--- config.mk ---
export PLATFORM = sky130hd
export DESIGN_NAME = qar_uart_rx
export DESIGN_NICKNAME = d
export VERILOG_FILES = /design/src/rtl/qar_uart_pkg.sv /design/src/rtl/qar_sync_fifo.sv /design/src/rtl/qar_uart_rx.sv
export SDC_FILE = /design/constraint.sdc
export NUM_CORES = 1
export LEC_CHECK = 0
export CELL_PAD_IN_SITES_DETAIL_PLACEMENT = 1
export CELL_PAD_IN_SITES_GLOBAL_PLACEMENT = 1
export CORE_MARGIN = 4
export CORE_UTILIZATION = 30
export CTS_CLUSTER_DIAMETER = 40
export DETAILED_ROUTE_END_ITERATION = 8
export MAX_ROUTING_LAYER = met4
export PLACE_DENSITY = 0.64
export SKIP_LAST_GASP = 1
export SYNTH_ARGS = -nofsm -noshare
export SYNTH_HDL_FRONTEND = slang
export SYNTH_SLANG_ARGS = --single-unit
--- constraint.sdc ---
create_clock -name clk -period 5.5 [get_ports clk]
set_input_delay 1.1 -clock clk [delete_from_list [all_inputs] [get_ports clk]]
set_output_delay 1.1 -clock clk [all_outputs]
set_load 0.05 [all_outputs]
--- src/rtl/qar_uart_pkg.sv ---
// Shared types and constants for the qar_core UART receive and transmit paths.
package qar_uart_pkg;

    typedef enum logic [1:0] {
        StIdle,
        StStart,
        StData,
        StStop
    } rx_state_e;

    localparam int unsigned OVERSAMPLE = 16;
    localparam int unsigned SAMPLE_MID = 7;
    localparam int unsigned SUB_W      = $clog2(OVERSAMPLE);

    // 2-of-3 vote across the three mid-bit samples
    function automatic logic majority3(input logic a, input logic b, input logic c);
        return (a & b) | (a & c) | (b & c);
    endfunction

endpackage

--- src/rtl/qar_sync_fifo.sv ---
// Synchronous first-word-fall-through FIFO with occupancy output.
// A pop on a full FIFO frees the slot that a same-cycle push then fills.
module qar_sync_fifo #(
    parameter int unsigned WIDTH = 8,
    parameter int unsigned DEPTH = 8
) (
    input  logic                   clk,
    input  logic                   rst_n,
    input  logic                   push,
    input  logic [WIDTH-1:0]       push_data,
    input  logic                   pop,
    output logic [WIDTH-1:0]       pop_data,
    output logic                   empty,
    output logic                   full,
    output logic [$clog2(DEPTH):0] level
);

    localparam int unsigned AW = $clog2(DEPTH);

    logic [WIDTH-1:0] mem [DEPTH];
    logic [AW-1:0]    wr_ptr_q, rd_ptr_q;
    logic [AW:0]      count_q, count_d;
    logic             do_push, do_pop;

    assign empty    = (count_q == '0);
    assign full     = (count_q == (AW+1)'(DEPTH));
    assign do_pop   = pop & ~empty;
    assign do_push  = push & (~full | do_pop);
    assign pop_data = empty ? '0 : mem[rd_ptr_q];
    assign level    = count_q;

    // Occupancy follows the net effect of push and pop
    always_comb begin
        count_d = count_q;
        unique case ({do_push, do_pop})
            2'b10:   count_d = count_q + 1'b1;
            2'b01:   count_d = count_q - 1'b1;
            default: count_d = count_q;
        endcase
    end

    // Pointer and count state
    always_ff @(posedge clk or negedge rst_n) begin
        if (!rst_n) begin
            wr_ptr_q <= '0;
            rd_ptr_q <= '0;
            count_q  <= '0;
        end else begin
            if (do_push) wr_ptr_q <= wr_ptr_q + 1'b1;
            if (do_pop)  rd_ptr_q <= rd_ptr_q + 1'b1;
            count_q <= count_d;
        end
    end

    // Storage array; contents are don't-care until written
    always_ff @(posedge clk) begin
        if (do_push) mem[wr_ptr_q] <= push_data;
    end

endmodule

--- src/rtl/qar_uart_rx.sv ---
// UART receive path: 16x-oversampled 8N1 deserialiser feeding an FWFT FIFO,
// with sticky error flags and an idle-line interrupt armed by received bytes.
module qar_uart_rx
    import qar_uart_pkg::*;
#(
    parameter int unsigned FIFO_DEPTH = 8,
    parameter int unsigned IDLE_BITS  = 10
) (
    input  logic                        clk,
    input  logic                        rst_n,
    input  logic [15:0]                 baud_div,
    input  logic                        rx_en,
    input  logic                        uart_rx,
    input  logic                        rd_en,
    output logic [7:0]                  rd_data,
    output logic                        rd_valid,
    output logic [$clog2(FIFO_DEPTH):0] fifo_level,
    input  logic                        flag_clr,
    output logic                        overrun,
    output logic                        frame_err,
    output logic                        idle_pend,
    output logic                        idle_irq
);

    localparam int unsigned IDLE_TICKS = IDLE_BITS * OVERSAMPLE;
    localparam int unsigned IW         = $clog2(IDLE_TICKS + 1);
    localparam logic [SUB_W-1:0] SUB_S0   = SUB_W'(SAMPLE_MID);
    localparam logic [SUB_W-1:0] SUB_S1   = SUB_W'(SAMPLE_MID + 1);
    localparam logic [SUB_W-1:0] SUB_S2   = SUB_W'(SAMPLE_MID + 2);
    localparam logic [SUB_W-1:0] SUB_LAST = SUB_W'(OVERSAMPLE - 1);

    rx_state_e        state_q, state_d;
    logic             sync1_q, sync2_q, rx_prev_q;
    logic [15:0]      div_cnt_q, div_cnt_d, div_max;
    logic [SUB_W-1:0] sub_q, sub_d;
    logic [2:0]       bit_q, bit_d;
    logic [7:0]       shreg_q, shreg_d;
    logic             s7_q, s7_d, s8_q, s8_d;
    logic             idle_arm_q, idle_arm_d;
    logic [IW-1:0]    idle_cnt_q, idle_cnt_d;
    logic             overrun_q, frame_err_q, idle_pend_q, idle_irq_q;
    logic             rx_s, fall, start_edge, running, tick;
    logic             push, ferr_set, idle_evt;
    logic             fifo_empty, fifo_full;

    assign rx_s       = sync2_q;
    assign fall       = rx_prev_q & ~rx_s;
    assign start_edge = (state_q == StIdle) & rx_en & fall;
    assign div_max    = (baud_div == 16'd0) ? 16'd0 : baud_div - 16'd1;
    assign running    = (state_q != StIdle) | idle_arm_q;
    // >= lets a lowered baud_div wrap at once instead of running the counter round
    assign tick       = running & (div_cnt_q >= div_max);

    // Oversample tick counter; parked at 0 when nothing needs timing
    always_comb begin
        div_cnt_d = div_cnt_q + 16'd1;
        if (start_edge || !running || tick) div_cnt_d = 16'd0;
    end

    // Frame FSM: start validation, mid-bit majority sampling, stop check
    always_comb begin
        state_d  = state_q;
        sub_d    = sub_q;
        bit_d    = bit_q;
        shreg_d  = shreg_q;
        s7_d     = s7_q;
        s8_d     = s8_q;
        push     = 1'b0;
        ferr_set = 1'b0;
        if (!rx_en) begin
            state_d = StIdle;
        end else begin
            unique case (state_q)
                StIdle: begin
                    if (fall) begin
                        state_d = StStart;
                        sub_d   = '0;
                    end
                end
                StStart: begin
                    if (tick) begin
                        sub_d = sub_q + 1'b1;
                        if (sub_q == SUB_S0 && rx_s) begin
                            state_d = StIdle;
                        end else if (sub_q == SUB_LAST) begin
                            state_d = StData;
                            bit_d   = 3'd0;
                        end
                    end
                end
                StData: begin
                    if (tick) begin
                        sub_d = sub_q + 1'b1;
                        if (sub_q == SUB_S0) s7_d = rx_s;
                        if (sub_q == SUB_S1) s8_d = rx_s;
                        if (sub_q == SUB_S2) shreg_d = {majority3(s7_q, s8_q, rx_s), shreg_q[7:1]};
                        if (sub_q == SUB_LAST) begin
                            if (bit_q == 3'd7) state_d = StStop;
                            else               bit_d   = bit_q + 3'd1;
                        end
                    end
                end
                StStop: begin
                    if (tick) begin
                        sub_d = sub_q + 1'b1;
                        if (sub_q == SUB_S0) s7_d = rx_s;
                        if (sub_q == SUB_S1) s8_d = rx_s;
                        // Leave early so a back-to-back start edge is not missed
                        if (sub_q == SUB_S2) begin
                            state_d = StIdle;
                            if (majority3(s7_q, s8_q, rx_s)) push     = 1'b1;
                            else                             ferr_set = 1'b1;
                        end
                    end
                end
                default: state_d = StIdle;
            endcase
        end
    end

    // Idle timer: counts line-high ticks after a good byte, fires once
    always_comb begin
        idle_arm_d = idle_arm_q;
        idle_cnt_d = idle_cnt_q;
        idle_evt   = 1'b0;
        if (!rx_en) begin
            idle_arm_d = 1'b0;
            idle_cnt_d = '0;
        end else if (push) begin
            idle_arm_d = 1'b1;
            idle_cnt_d = '0;
        end else if (start_edge) begin
            idle_cnt_d = '0;
        end else if (idle_arm_q && state_q == StIdle && rx_s && tick) begin
            if (idle_cnt_q == IW'(IDLE_TICKS - 1)) begin
                idle_evt   = 1'b1;
                idle_arm_d = 1'b0;
                idle_cnt_d = '0;
            end else begin
                idle_cnt_d = idle_cnt_q + 1'b1;
            end
        end
    end

    // Synchroniser, FSM, timers and sticky flags (set beats clear)
    always_ff @(posedge clk or negedge rst_n) begin
        if (!rst_n) begin
            sync1_q     <= 1'b1;
            sync2_q     <= 1'b1;
            rx_prev_q   <= 1'b1;
            state_q     <= StIdle;
            div_cnt_q   <= '0;
            sub_q       <= '0;
            bit_q       <= '0;
            shreg_q     <= '0;
            s7_q        <= 1'b0;
            s8_q        <= 1'b0;
            idle_arm_q  <= 1'b0;
            idle_cnt_q  <= '0;
            overrun_q   <= 1'b0;
            frame_err_q <= 1'b0;
            idle_pend_q <= 1'b0;
            idle_irq_q  <= 1'b0;
        end else begin
            sync1_q     <= uart_rx;
            sync2_q     <= sync1_q;
            rx_prev_q   <= sync2_q;
            state_q     <= state_d;
            div_cnt_q   <= div_cnt_d;
            sub_q       <= sub_d;
            bit_q       <= bit_d;
            shreg_q     <= shreg_d;
            s7_q        <= s7_d;
            s8_q        <= s8_d;
            idle_arm_q  <= idle_arm_d;
            idle_cnt_q  <= idle_cnt_d;
            overrun_q   <= (push & fifo_full & ~rd_en) | (overrun_q & ~flag_clr);
            frame_err_q <= ferr_set | (frame_err_q & ~flag_clr);
            idle_pend_q <= idle_evt | (idle_pend_q & ~flag_clr);
            idle_irq_q  <= idle_evt;
        end
    end

    qar_sync_fifo #(
        .WIDTH(8),
        .DEPTH(FIFO_DEPTH)
    ) u_fifo (
        .clk      (clk),
        .rst_n    (rst_n),
        .push     (push),
        .push_data(shreg_q),
        .pop      (rd_en),
        .pop_data (rd_data),
        .empty    (fifo_empty),
        .full     (fifo_full),
        .level    (fifo_level)
    );

    assign rd_valid  = ~fifo_empty;
    assign overrun   = overrun_q;
    assign frame_err = frame_err_q;
    assign idle_pend = idle_pend_q;
    assign idle_irq  = idle_irq_q;

endmodule
==> results of run 1 <==
[power groups by stage]
stage                     Sequential (mW)  Clock (mW)  Combinational, mW
after CTS                            1.12        1.18              0.404
after global placement               1.14           0              0.388
after global routing                 1.13        1.22              0.435
after floorplan                      1.12           0              0.256
after detailed placement             1.14           0              0.401
final                                1.12        1.15              0.398
[repair_timing]
action | 4_1_cts | 5_1_grt
setup buffers | 0 | 0
endpoints found under the setup margin | 0 | 1
gates resized for setup | 0 | 7
[registers in the layout, indices dropped and copies added, names as in the netlist]
register and count:
u_fifo.mem 64, div_cnt_q 16, idle_cnt_q 8, shreg_q 8, sub_q 4, u_fifo.level 4, bit_q 3, u_fifo.rd_ptr_q 3
u_fifo.wr_ptr_q 3, state_q 2, frame_err 1, idle_arm_q 1, idle_irq 1, idle_pend 1, overrun 1, rx_prev_q 1
rx_s 1, s7_q 1, s8_q 1, sync1_q 1
[per-layer routing]
layer | share of wire | wire [um]
met1 | 0.45 | 6830
met3 | 0.037 | 560
met2 | 0.50 | 7700
met5 | 0 | 0
met4 | 0.013 | 201
[cell type report]
cell class,instances,area share
clock buffer,17,0.0536
clock inverter,15,0.0232
inverter,22,0.0104
multi-input combinational,360,0.353
sequential,125,0.435
tap,275,0.0434
timing repair buffer,74,0.0814
[kinds of logic after synthesis]
kind of cell	count (synthesis)
DFF	125
and+or+nand+nor	182
xor gates and xnor gates	34
muxes	42
AOI/OAI and AO/OA	71
buffers and inverters	36
adders and majority gates	31
[worst paths after layout]
| check | start | to | slack [ps] | depth (start not counted) |
|---|---|---|---|---|
| setup / recovery | baud_div[9] | u_fifo.level[3]$_DFFE_PN0P_ | 300 | 20 |
| hold / removal | sync1_q$_DFF_PN1_ | rx_s$_DFF_PN1_ | 360 | 0 |
| setup reg to reg | div_cnt_q[7]$_DFF_PN0_ | u_fifo.level[3]$_DFFE_PN0P_ | 2300 | 14 |
| hold reg to reg | sync1_q$_DFF_PN1_ | rx_s$_DFF_PN1_ | 360 | 0 |
| max in group asynchronous | rst_n | sub_q[0]$_DFFE_PN0P_ | 4080 | 2 |
| min in group asynchronous | rst_n | idle_cnt_q[1]$_DFFE_PN0P_ | 830 | 2 |
[critical path, cell delays in order]
cell             delay [ps]
clkdlybuf4s50_1         410
or4_1                   550
or3_4                   390
nor4_4                  200
nand3_1                 150
mux2i_1                 150
ha_1                    310
nand4_1                 110
or2_1                   260
o31ai_2                 310
o21ai_1                 120
nand2_1                 110
inv_1                    70
ha_1                    270
a21o_1                  100
a21oi_1                  70
or4_4                   410
a21oi_2                 140
a311oi_1                 70
a211oi_1                220
[synthesized netlist by cell type (2+ instances only)]
cell type	number	share of area
buf_1	4	0.0024
a21o_1	2	0.0024
ha_1	29	0.057
o21ai_0	14	0.011
nor3_1	12	0.0094
nor3b_1	4	0.0047
mux2_2	13	0.023
nand2b_1	3	0.0030
dfrtp_1	58	0.23
mux2i_1	13	0.020
dfstp_2	3	0.012
and3_1	9	0.0089
a311oi_1	2	0.0028
nor4b_1	2	0.0028
a211oi_1	4	0.0047
nor2b_1	4	0.0039
xor2_1	18	0.025
edfxtp_1	64	0.30
nor4_1	3	0.0030
inv_1	22	0.013
o21ai_1	2	0.0016
o31ai_1	3	0.0035
nor2_1	53	0.031
clkbuf_1	4	0.0024
mux4_2	16	0.057
nand4_1	8	0.0079
or3_1	4	0.0039
o41ai_1	2	0.0028
xnor2_1	16	0.022
buf_2	4	0.0031
nand3_1	22	0.017
a211o_1	2	0.0028
a21oi_1	17	0.013
a221o_1	2	0.0031
o22ai_1	2	0.0020
nand2_1	48	0.028
[stage by stage]
step                hold slack, ps  power [mW]  cells  utilization
floorplan                      345        1.37    521            -
global placement               346        1.52    856        0.348
detailed placement             347        1.54    856        0.348
CTS                            357        2.70    888        0.377
global route                   365        2.79    888        0.379
finish                         355        2.67    888        0.379
==> results_dict.tcl, run 1 <==
set metrics [dict create \
    outcome "finished, final reports clean" \
    rsz0062_at_grt "false" \
    grt_max_degree 62 \
    hold_viol_final 0 \
    ys_seq_area_frac 0.543 \
    drc_errors 0 \
    grt.total_usage 0.138 \
    ys_warn_count 0 \
    antennaDiodeCount 0 \
    ant_nets 0 \
    synth_area_per_cell_sq_um 12.2 \
    cts.path.max_buffers 2 \
    rows 53 \
    slew_headroom 0.427 \
    met1_usage 0.169 \
    setup_tns_ps 0 \
    clock-sinks 125 \
    synth-edff-count 64 \
    finalCriticalPeriod_ps 5200 \
    routed_wirelength_um 15300 \
    fmax_ghz 0.192 \
    setup-violations-final 0 \
    synth_xor_area_frac 0.0468 \
    cts_buffers 17 \
    gp_congestion 0.820 \
    hold_class "reg -> reg" \
    fin_crit_sh 0.945 \
    slew_viol_final 0 \
    io_buffers 38 \
    final_common_cell "edfxtp_1" \
    peakVddDrop_mv 0.243 \
    synth_compound_area_frac 0.0848 \
    worst_pin_slew_ps 860 \
    p_leak_nw 3.25 \
    dp_hpwl_um 10700 \
    drt-pass1-iter-count 5 \
    vias 4422 \
    synth_area_sq_um 6360 \
    grtUsageMet3 0.0324 \
    antenna_found_initial 0 \
    grt_first_pass_wirelength_um 25200 \
    synthDistinctLibCells 69 \
    synth_flop_cell "edfxtp_1" \
    ys_async_sr_fraction 0.488 \
    cp.required_ps 5820 \
    seqPwrFrac 0.419 \
    htreeDepth 4 \
    grt_overflow_total 0 \
    clkPwrFrac 0.432 \
    viasPerCell 4.98 \
    dpl_worst_slack_ps -319 \
    worst_setup_path_start_kind "primary input" \
    multi_input_area_sq_um 2800 \
    p_sw_frac 0.281 \
    die-area_sq_um 23600 \
    die_w_um 154 \
    critPathCaptureType "register" \
    yosys.area_share.adder 0.0618 \
    cp_max_fo 4 \
    skew_ps 12.0 \
    cts_tree "built" \
    power.switching_uw 751 \
    clk_latency_ps 420 \
    num_io_pins 39 \
    grt_busiest_layer "met2" \
    synth.mux.area_fraction 0.100 \
    arrival_ps 5520 \
    power.density_nw_per_um2 337 \
    drtIter0Drc 131 \
    maxCapViolCount 0 \
    ctsHoldBuffers 0 \
    layout_common_cells "64 x edfxtp_1, 58 x dfrtp_1, 53 x nor2_1" \
    use_met2 0.228 \
    ys_seq_elements 125 \
    synthToLayoutAreaGrowth_pct 24.7 \
    setup_slack_ps 304 \
    nFillCells 2300 \
    design.core.area_sq_um 21000 \
    synth-simple-area-share 0.140 \
    fin_area_sq_um 7930 \
    die_y_um 154 \
    regArea_sq_um 3450 \
    initial_core_util 0.304 \
    clk_pin_slew_ps 60 \
    nets 652 \
    crit_type "in -> reg" \
    layout-drive-gt1-share 0.192 \
    synth_top_family_by_area "simple AND/OR/NAND/NOR gates" \
    grt_pass1_vias 4850 \
    root_buffer "clkbuf_16" \
    avgRoutedWirePerCell_um 17.2 \
    syn_nets 573 \
    comb_power_share 0.149 \
    synth_cells 521 \
    place_area_sq_um 7280 \
    intPower_mw 1.92 \
]
(Power assumes the default switching activity.)
==> run 2, diff against run 1 <==
--- a/config.mk
+++ b/config.mk
@@ -11,6 +11,7 @@
 export CORE_UTILIZATION = 30
 export CTS_CLUSTER_DIAMETER = 40
 export DETAILED_ROUTE_END_ITERATION = 8
+export GPL_TIMING_DRIVEN = 0
 export MAX_ROUTING_LAYER = met4
 export PLACE_DENSITY = 0.64
 export SKIP_LAST_GASP = 1
==> results_dict.tcl, run 2 (same netlist as run 1, synthesis figures left out) <==
set metrics [dict create \
    drt-pass1-iter-count 6 \
    power.density_nw_per_um2 325 \
    gp_congestion 0.811 \
    slew_viol_final 0 \
    power.total_mw 2.58 \
    io_buffers 38 \
    grt_first_pass_wirelength_um 26200 \
    met1_usage 0.183 \
    nets 644 \
    hold_viol_final 0 \
    rows 53 \
    r2r.worst_path.cells 15 \
    layout_common_cells "64 x edfxtp_1, 58 x dfrtp_1, 52 x nor2_1" \
    rrSetupSlack_ps 2100 \
    regArea_sq_um 3450 \
    design.core.area_sq_um 21000 \
    cts_tree "built" \
    multi_input_area_sq_um 2940 \
    setup_tns_ps 0 \
    grt_pass1_vias 4765 \
    grtUsageMet3 0.0326 \
    endpoint "u_fifo.level[3]$_DFFE_PN0P_" \
    synthToLayoutAreaGrowth_pct 24.6 \
    grt_overflow_total 0 \
    die_w_um 154 \
    finalCriticalPeriod_ps 5310 \
    grt_max_degree 62 \
    grt.total_usage 0.145 \
    p_sw_frac 0.297 \
    antennaDiodeCount 0 \
    top_register "u_fifo.mem" \
    cp.required_ps 5820 \
    die-area_sq_um 23600 \
    drtIter0Drc 217 \
    outcome "finished, final reports clean" \
    slowest_stage "or4_4" \
    ctsHoldBuffers 0 \
    cts_buffers 17 \
    skew_ps 6.64 \
    nFillCells 2307 \
    avgRoutedWirePerCell_um 18.3 \
    root_buffer "clkbuf_16" \
    clock-sinks 125 \
    seqPwrFrac 0.410 \
    power.switching_uw 765 \
    cp-startpoint "baud_div[8]" \
    cp_max_fo 4 \
    drc_errors 0 \
    slowest_delay_ps 560 \
    use_met2 0.233 \
    clk_pin_slew_ps 60 \
    reg_top3 "u_fifo.mem (64), div_cnt_q (16)" \
    cts.path.max_buffers 2 \
    regToRegEndpoint "u_fifo.level[3]$_DFFE_PN0P_" \
    critPathCaptureType "register" \
    critical_path.cell_chain "dlymetal6s2s_1 -> or4_4 -> or3_4 -> nor4_4 -> nand3_1 -> mux2i_2 -> ha_1 -> nand4_1 -> or2_4 -> o31ai_4 -> o21ai_4 -> nand2_2 -> inv_1 -> ha_1 -> a21o_1 -> a21oi_2 -> or4_4 -> a21oi_4 -> a311oi_2 -> a211oi_1" \
    htreeDepth 4 \
    fin_crit_sh 0.966 \
    rr_startpoint "div_cnt_q[0]$_DFF_PN0_" \
    final_common_cell "edfxtp_1" \
    layout-drive-gt1-share 0.193 \
    grt_busiest_layer "met2" \
    arrival_ps 5630 \
    routed_wirelength_um 16100 \
    slew_headroom 0.435 \
    initial_core_util 0.304 \
    dp_hpwl_um 11300 \
    die_y_um 154 \
    worst_pin_slew_ps 842 \
    largest_reg_flops 64 \
    clkPwrFrac 0.406 \
    maxCapViolCount 0 \
    num_io_pins 39 \
    vias 4419 \
    clk_latency_ps 420 \
    p_leak_nw 3.19 \
    intPower_mw 1.81 \
    fmax_ghz 0.188 \
    crit_type "in -> reg" \
    peakVddDrop_mv 0.244 \
    worst_setup_path_start_kind "primary input" \
    antenna_found_initial 0 \
    comb_power_share 0.184 \
    ant_nets 0 \
    viasPerCell 5.02 \
    setup-violations-final 0 \
    hold_class "reg -> reg" \
]
run 2: changes by cell type in the layout (fill, tap and decap cells not counted), sizes merged:
| cell | previous run | this run |
|---|---|---|
| inv | 27 | 24 |
| buf | 37 | 25 |
| dlymetal6s2s | 0 | 4 |
| clkdlybuf4s50 | 37 | 33 |
| bufinv | 3 | 1 |
| clkinv | 5 | 11 |
| clkbuf | 17 | 21 |
| clkinvlp | 2 | 1 |
run 2: worst min path at each step:
stage | from | end | slack, ps | depth (start not counted)
2_1_floorplan | sync1_q$_DFF_PN1_ | rx_s$_DFF_PN1_ | 350 | 0
3_3_place_gp | sync1_q$_DFF_PN1_ | rx_s$_DFF_PN1_ | 350 | 0
3_5_place_dp | sync1_q$_DFF_PN1_ | rx_s$_DFF_PN1_ | 350 | 0
4_1_cts | sync1_q$_DFF_PN1_ | rx_s$_DFF_PN1_ | 360 | 0
5_1_grt | sync1_q$_DFF_PN1_ | rx_s$_DFF_PN1_ | 360 | 0
6_report | sync1_q$_DFF_PN1_ | rx_s$_DFF_PN1_ | 360 | 0
run 2: timing repair:
action	4_1_cts	5_1_grt
endpoints found under the setup margin	61	65
setup buffers	5	6
resized for setup	16	14
pin swaps	6	10
run 2: power groups by stage:
stage               registers, mW  logic [mW]  clock network, mW
floorplan                    1.12       0.256                  0
global placement             1.07       0.448                  0
detailed placement           1.07       0.468                  0
CTS                          1.06       0.479               1.07
global route                 1.06       0.512               1.12
finish                       1.06       0.473               1.05
run 2: layout make-up:
class	count	share of cell area
clock buffers	17	0.0537
repair buffers	52	0.0622
well taps	275	0.0434
clock inverters	15	0.0155
multi-input cells	360	0.371
inverters	22	0.0104
flip-flops and latches	125	0.436
plain buffers	14	0.00868
run 2: per-layer routing:
| layer | vias to the layer above | share of wire |
|---|---|---|
| met4 | 0 | 0.017 |
| met5 | - | 0 |
| li1 | 2075 | - |
| met3 | 22 | 0.030 |
| met2 | 72 | 0.50 |
| met1 | 2250 | 0.45 |
run 2: worst max-delay path: cells and delay by family:
family / cells / cell delay, ps
compound gates: 7 / 1100
fa+ha+maj: 2 / 580
buf+inv: 2 / 220
mux: 1 / 200
simple gates: 8 / 2410
run 2: through the flow:
step	setup WS [ps]	hold slack (ps)	cells	cell area, sq um	utilization
after floorplan	104	345	521	6360	-
after global placement	-1580	347	834	7090	0.338
after detailed placement	-1020	349	837	7140	0.341
after CTS	-68.8	358	874	7820	0.373
after global routing	-92.8	363	880	7930	0.378
final	188	356	880	7930	0.378
